--- config.mk ---
export PLATFORM = sky130hd
export DESIGN_NAME = demux_ctrl
export DESIGN_NICKNAME = d
export VERILOG_FILES = /design/src/rtl/demux_ctrl.sv
export SDC_FILE = /design/constraint.sdc
export NUM_CORES = 1
export LEC_CHECK = 0
export CAP_MARGIN = 20
export CORE_MARGIN = 2
export CORE_UTILIZATION = 50
export CTS_CLUSTER_SIZE = 30
export DETAILED_ROUTE_END_ITERATION = 8
export PLACE_DENSITY_LB_ADDON = 0.2
export SLEW_MARGIN = 10
export SYNTH_ARGS = -nofsm -noshare
export SYNTH_HDL_FRONTEND = slang
export SYNTH_SLANG_ARGS = --single-unit
--- constraint.sdc ---
create_clock -name inClk -period 2.21 [get_ports inClk]
set_input_delay 0.3315 -clock inClk [delete_from_list [all_inputs] [get_ports inClk]]
set_output_delay 0.3315 -clock inClk [all_outputs]
set_load 0.02 [all_outputs]
--- src/rtl/demux_ctrl.sv ---
// demux_ctrl: feeds a serial bit stream into a 1:4 demux, one burst per lane.
// Lanes are granted round-robin among the enabled ones; each grant carries a
// burst of inBurstLen accepted beats. A stop request is deferred to the end
// of the burst in progress, so a burst is never cut short except by reset.
module demux_ctrl #(
    parameter int BURST_W = 4
) (
    input  logic               inClk,
    input  logic               inResetN,
    input  logic               inStart,
    input  logic               inStop,
    input  logic [3:0]         inLaneEn,
    input  logic [BURST_W-1:0] inBurstLen,
    input  logic               inData,
    input  logic               inValid,
    output logic               outReady,
    input  logic [3:0]         inLaneReady,
    output logic [1:0]         outSel,
    output logic               outDemuxData,
    output logic [3:0]         outLaneValid,
    output logic               outBusy,
    output logic [15:0]        outBitCnt
);

    typedef enum logic [1:0] {
        S_IDLE = 2'd0,
        S_ARB  = 2'd1,
        S_XFER = 2'd2
    } state_t;

    localparam logic [BURST_W-1:0] LP_ONE = BURST_W'(1);

    state_t             r_state;
    logic [1:0]         r_lastLane;
    logic [1:0]         r_sel;
    logic [BURST_W-1:0] r_burstCnt;
    logic               r_stop;
    logic [1:0]         r_outSel;
    logic               r_data;
    logic [3:0]         r_laneValid;
    logic [15:0]        r_bitCnt;

    logic               w_ready;
    logic               w_accept;
    logic               w_lastBeat;
    logic               w_stopAny;
    logic [1:0]         w_grant;
    logic [BURST_W-1:0] w_len;

    // Round-robin pick: first enabled lane after 'last', wrapping 3->0.
    // 'last' itself is considered only after the other three lanes.
    function automatic logic [1:0] f_next_lane(input logic [1:0] last,
                                               input logic [3:0] en);
        logic [1:0] idx;
        logic [1:0] pick;
        pick = last;
        for (int k = 4; k >= 1; k--) begin
            idx = last + 2'(k);
            if (en[idx]) pick = idx;
        end
        return pick;
    endfunction

    // Source handshake and burst bookkeeping terms.
    always_comb begin
        w_ready    = (r_state == S_XFER) && inLaneReady[r_sel];
        w_accept   = w_ready && inValid;
        w_lastBeat = (r_burstCnt == LP_ONE);
        w_stopAny  = r_stop || inStop;
        w_grant    = f_next_lane(r_lastLane, inLaneEn);
        w_len      = (inBurstLen == '0) ? LP_ONE : inBurstLen;
    end

    // Control FSM: lane arbitration, burst counting and deferred stop.
    always_ff @(posedge inClk or negedge inResetN) begin
        if (!inResetN) begin
            r_state    <= S_IDLE;
            r_lastLane <= 2'd3;
            r_sel      <= 2'd0;
            r_burstCnt <= '0;
            r_stop     <= 1'b0;
        end else begin
            case (r_state)
                S_IDLE: begin
                    // A stop in IDLE has nothing to defer; start+stop cancels.
                    if (inStart && !inStop) r_state <= S_ARB;
                end
                S_ARB: begin
                    if (r_stop || (inLaneEn == 4'd0)) begin
                        r_state <= S_IDLE;
                        r_stop  <= 1'b0;
                    end else begin
                        r_sel      <= w_grant;
                        r_lastLane <= w_grant;
                        r_burstCnt <= w_len;
                        // Old request cleared; a pulse arriving now still counts.
                        r_stop     <= inStop;
                        r_state    <= S_XFER;
                    end
                end
                S_XFER: begin
                    r_stop <= w_stopAny;
                    if (w_accept) begin
                        r_burstCnt <= r_burstCnt - LP_ONE;
                        if (w_lastBeat) begin
                            if (w_stopAny) begin
                                r_state <= S_IDLE;
                                r_stop  <= 1'b0;
                            end else begin
                                r_state <= S_ARB;
                            end
                        end
                    end
                end
                default: begin
                    r_state <= S_IDLE;
                    r_stop  <= 1'b0;
                end
            endcase
        end
    end

    // Output datapath: registered bit, select and one-cycle lane strobe.
    always_ff @(posedge inClk or negedge inResetN) begin
        if (!inResetN) begin
            r_outSel    <= 2'd0;
            r_data      <= 1'b0;
            r_laneValid <= 4'd0;
            r_bitCnt    <= 16'd0;
        end else begin
            r_laneValid <= 4'd0;
            if (w_accept) begin
                r_outSel    <= r_sel;
                r_data      <= inData;
                r_laneValid <= 4'b0001 << r_sel;
                r_bitCnt    <= r_bitCnt + 16'd1;
            end
        end
    end

    assign outReady     = w_ready;
    assign outSel       = r_outSel;
    assign outDemuxData = r_data;
    assign outLaneValid = r_laneValid;
    assign outBusy      = (r_state != S_IDLE);
    assign outBitCnt    = r_bitCnt;

endmodule

# == Yosys cells after proc, flatten, opt, wreduce, memory -nomap -nowiden ==
# Cells that the tools add are included.
# word_totals
reg_bits,34
input_bits,18
wordCells,67
output_inout_bits,25
# op_classes
bitwise,1
shift,1
n_mux,26
n_lt_le_gt_ge,4
eq_ne,7
add_sub_neg,5
reduce_logical,14
# op_table
operator,n
$add A16 B1 Y16 const B,1
$mux W4,4
$mux W2,7
$lt A2 B3 Y1 const B,4
$bmux W1 S2,4
$logic_not A4 Y1,2
$mux W1,8
$ne A2 B2 Y1 const B,4
$pmux W4 S2,1
$pmux W2 S3,1
$reduce_and A3 Y1,2
$add A2 B2 Y2 const B,2
$eq A4 B1 Y1 const B,1
$reduce_bool A2 Y1,2
$shl A1 B2 Y4 const A,1
$sub A4 B1 Y4 const B,1
$logic_and A1 B1 Y1,3
$pmux W1 S3,1
$add A2 B1 Y2 const B,1
$eq A2 B1 Y1 const B,1
$eq A2 B2 Y1 const B,1
$logic_not A2 Y1,1
$logic_or A1 B1 Y1,2
$reduce_and A2 Y1,1
other kinds (2),2

# == Longest topological paths before layout ==
# depth
ltp_word,6
mapped_depth,7
ltp_nobuf,7

# == Worst setup path after synthesis ==
# Ideal clock, no wire load.
# synth_timing
path_kind,register -> register
start,reg r_sel[1]
end,reg r_state[0]
synth_period_minus_slack_ns,1.702
arrival_time_ns,1.577
stages_incl_launch_ff,7
setup_slack_ns,0.508
setup_time_ns,0.125
required_ns,2.085
n_path_buf,1
cell_sequence,dfrtp_1 > buf_4 > mux2i_1 > o22ai_2 > nand3_2 > a22o_1 > mux2_4
# synth_between
elab_chain_cells,6
# synth_rtl
item,line,source
from (decl),35,logic [1:0] r_sel;
from (signal assigned),93,r_sel <= w_grant;
$bmux W1 S2,66,w_ready = (r_state == S_XFER) && inLaneReady[r_sel];
$mux W1 (implied by the code),66,
$logic_and A1 B1 Y1,66,
$logic_and A1 B1 Y1,67,w_accept = w_ready && inValid;
$ne A2 B2 Y1 (no line),-,
$reduce_and A3 Y1 (no line),-,
to (signal assigned),77,r_state <= S_IDLE;
to (signal assigned),86,if (inStart && !inStop) r_state <= S_ARB;
to (signal assigned),90,r_state <= S_IDLE;
to (decl),33,state_t r_state;
# Every way passes these cells. The select of a mux whose other input is x is not followed.
# A chain may end at the register's enable or synchronous reset.

# == Worst setup path after layout ==
# layout_timing
start,in inLaneReady[2]
end,out outReady
# layout_between
elab_chain_cells,3
# layout_rtl
item,line,source
from (decl),17,"input logic [3:0] inLaneReady,"
$bmux W1 S2,66,
$mux W1 (implied by the code),66,
$logic_and A1 B1 Y1,66,
to (decl),16,"output logic outReady,"
# Every way passes these cells. The select of a mux whose other input is x is not followed.

==> flow_summary.toml <==
[outcome]
status = "completed"

[route]
vias = 1537
viasPerCell = 5.210
drc_errors = 0
drtPass1Iterations = 4
drt_iter0_drc = 84
drt.antenna.violating_nets = 0
wirelength_um = 3773
wl_per_cell_um = 12.79

[timing]
worst_pin_slew_ns = 0.4272
slew_headroom = 0.7152
final.min_clock_period_ns = 2.058
clock_skew_ns = 0.004498
drv_slew = 0
final_hold_viol_count = 0
setup_ws_ns = 0.1519
setup_viol = 0
rsz0062_at_grt = "false"
period_share = 0.9313
fmax_mhz = 485.9

[die]
die_y_um = 64.98
die_x_um = 64.98
core-area_sq_mm = 0.003606
initial_core_util = 0.5156
pin_count = 43
rows = 22
dieArea_sq_mm = 0.004222

[critical_path]
critPathCaptureType = "primary output"
r2r_end = "outBitCnt[14]$_DFFE_PN0P_"
worstPathRequired_ns = 1.88
critPathKind = "in -> out"
reg2regPathDepth = 7
timing.rr.start = "r_state[0]$_DFFE_PN0P_"
path_cells = "clkdlybuf4s50_1, mux4_2, and2_1, dlygate4sd2_1"
cpPeakStageDelay_ns = 0.48
startpoint_type = "input pin"
crit_family = "buffers and inverters"
cp_slowest_cell = "mux4_2"
critPathArrivalTime_ns = 1.73
worstPathMaxFanout = 2
r2r_setup_slack_ns = 0.32
crit_cells = 4
cp_num_buf_inv = 2

[power]
powerDensity_mw_per_mm2 = 1052
ir_worst_vdd_v = 0.0005830
p_total_mw = 2.632
p_leak_nw = 1.149

[synthesis]
synth-seq-area-share = 0.4590
syn_area_per_cell_sq_um = 9.786
ys.flop_type = "dfrtp_1"
netlist_instances = 190
synth_nets = 215
synth-edff-count = 0
synth_warnings = 0
synthDistinctLibCells = 44
syn_area_sq_mm = 0.001859
ys_async_sr_fraction = 1.000
ys_seq_elements = 34

[grt]
first_global_vias = 1536
grt.total_usage = 0.2086
grt_max_degree = 35
antenna_found_initial = 0
grt_pass1_wl_um = 6755
grt_overflow = 0

[clock_network]
clk_path_buf_depth = 2
holdBufCountCts = 0
cts_sinks = 34
cts_setup_buffers = 0
h-tree-depth = 2
root_buffer = "clkbuf_8"
clock_latency_ns = 0.28
cts_tree = "built"
cts_made_buffers = 5
path_clk_slew_ns = 0.07
cts_resized = 1

[placement]
dp_hpwl_um = 2808
port_buffers = 42
dp_slack_ns = -0.06129
placedCellCount = 287
gp_congestion = 0.8448

[cells_and_area]
diodes = 0
stdcell_count = 295
fin_nets = 271
syn2layout_area_growth_pct = 34.52
drive_gt1_frac = 0.1255

[min_path]
hp-class = "in -> async"

[run]
maxCapViolCount = 0
==> placed cells by master, fill, tap and decap left out, types with 2 or more instances in the layout <==
cell type,synthesis,layout
nand2_1,28,28
and3_1,3,3
nor4_1,2,2
xor2_1,8,8
inv_1,7,7
nand4_1,4,4
clkbuf_1,2,2
mux2i_1,3,3
a21boi_0,2,2
nor3_1,5,5
ha_1,7,7
a21oi_1,11,11
dfrtp_1,32,32
nand3_1,8,8
mux2_4,2,2
o21ai_0,7,7
and2_1,3,3
nor2_1,17,17
clkdlybuf4s50_1,0,41
o22ai_1,3,3
clkbuf_8,0,5
buf_4,1,11
nand2b_1,3,3
xnor2_1,7,7
a221oi_1,2,2
a22o_1,2,2
dfstp_2,2,2
==> cell families after synthesis <==
group | count (synthesis) | synth area share
AOI/OAI and AO/OA | 35 | 0.1238
xor gates and xnor gates | 15 | 0.07066
adders and majority gates | 7 | 0.04710
buffers and inverters | 11 | 0.02827
DFF | 34 | 0.4590
muxes | 6 | 0.04441
and+or+nand+nor | 82 | 0.2268
==> worst register-to-register path: stages (launching register included) <==
cell and delay [ns]:
dfrtp_1 0.42, inv_1 0.09, ha_1 0.35, and2_1 0.32, and3_1 0.21, nand3_1 0.12
nor2_1 0.15, xor2_1 0.16
==> power by group <==
part / internal (mW) / total (mW) / switching, mW
clock network: 0.337 / 0.552 / 0.215
logic: 0.557 / 1.12 / 0.559
registers: 0.792 / 0.965 / 0.173
total: 1.69 / 2.63 / 0.946
==> metal layers <==
metal / track usage / part of all wire
met1: 0.2823 / 0.48
met2: 0.3196 / 0.45
met3: 0.04167 / 0.047
met4: 0.1011 / 0.019
met5: 0 / 0
==> cell usage after synthesis, types with 3 or more instances <==
cell	count	area share
nand3_1	8	0.022
dfrtp_1	32	0.43
mux2i_1	3	0.016
xnor2_1	7	0.033
ha_1	7	0.047
inv_1	7	0.014
nand2_1	28	0.057
a21oi_1	11	0.030
nand4_1	4	0.013
o22ai_1	3	0.010
nor3_1	5	0.013
o21ai_0	7	0.019
and2_1	3	0.010
nand2b_1	3	0.010
nor2_1	17	0.034
and3_1	3	0.010
xor2_1	8	0.038
==> how the worst max path moves through the flow <==
stage,start,endpoint,slack (ns)
floorplan,r_sel[1]$_DFFE_PN0P_,r_state[0]$_DFFE_PN0P_,0.51
detailed placement,inLaneReady[3],outReady,-0.06
global route,inLaneReady[2],outReady,0.12
CTS,inLaneReady[3],outReady,0.15
global placement,inLaneReady[3],outReady,-0.03
finish,inLaneReady[2],outReady,0.15
==> stage by stage <==
stage | TNS (ns) | area, sq um | hold WS, ns | utilization
finish | 0 | 2501 | 0.4502 | 0.6936
floorplan | 0 | 1859 | 0.03591 | -
CTS | 0 | 2501 | 0.4639 | 0.6936
detailed placement | -0.06129 | 2396 | 0.4662 | 0.6645
global route | 0 | 2501 | 0.4984 | 0.6936
global placement | -0.02705 | 2396 | 0.4555 | 0.6645
==> cell type report <==
class                      instances  area (sq um)
clock buffer                       7         76.32
fill                             285          1105
inverter                           7         26.28
clock inverter                     1         30.03
multi-input combinational        145         953.4
sequential                        34         853.3
tap                               48         60.06
timing repair buffer              53         501.7
==> state kept, by name (all words and copies together), names as in the netlist <==
name / flops
r_burstCnt: 4
r_sel: 2
outSel: 2
r_stop: 1
outLaneValid: 4
r_lastLane: 2
outDemuxData: 1
outBitCnt: 16
r_state: 2
(Power assumes the default switching activity.)
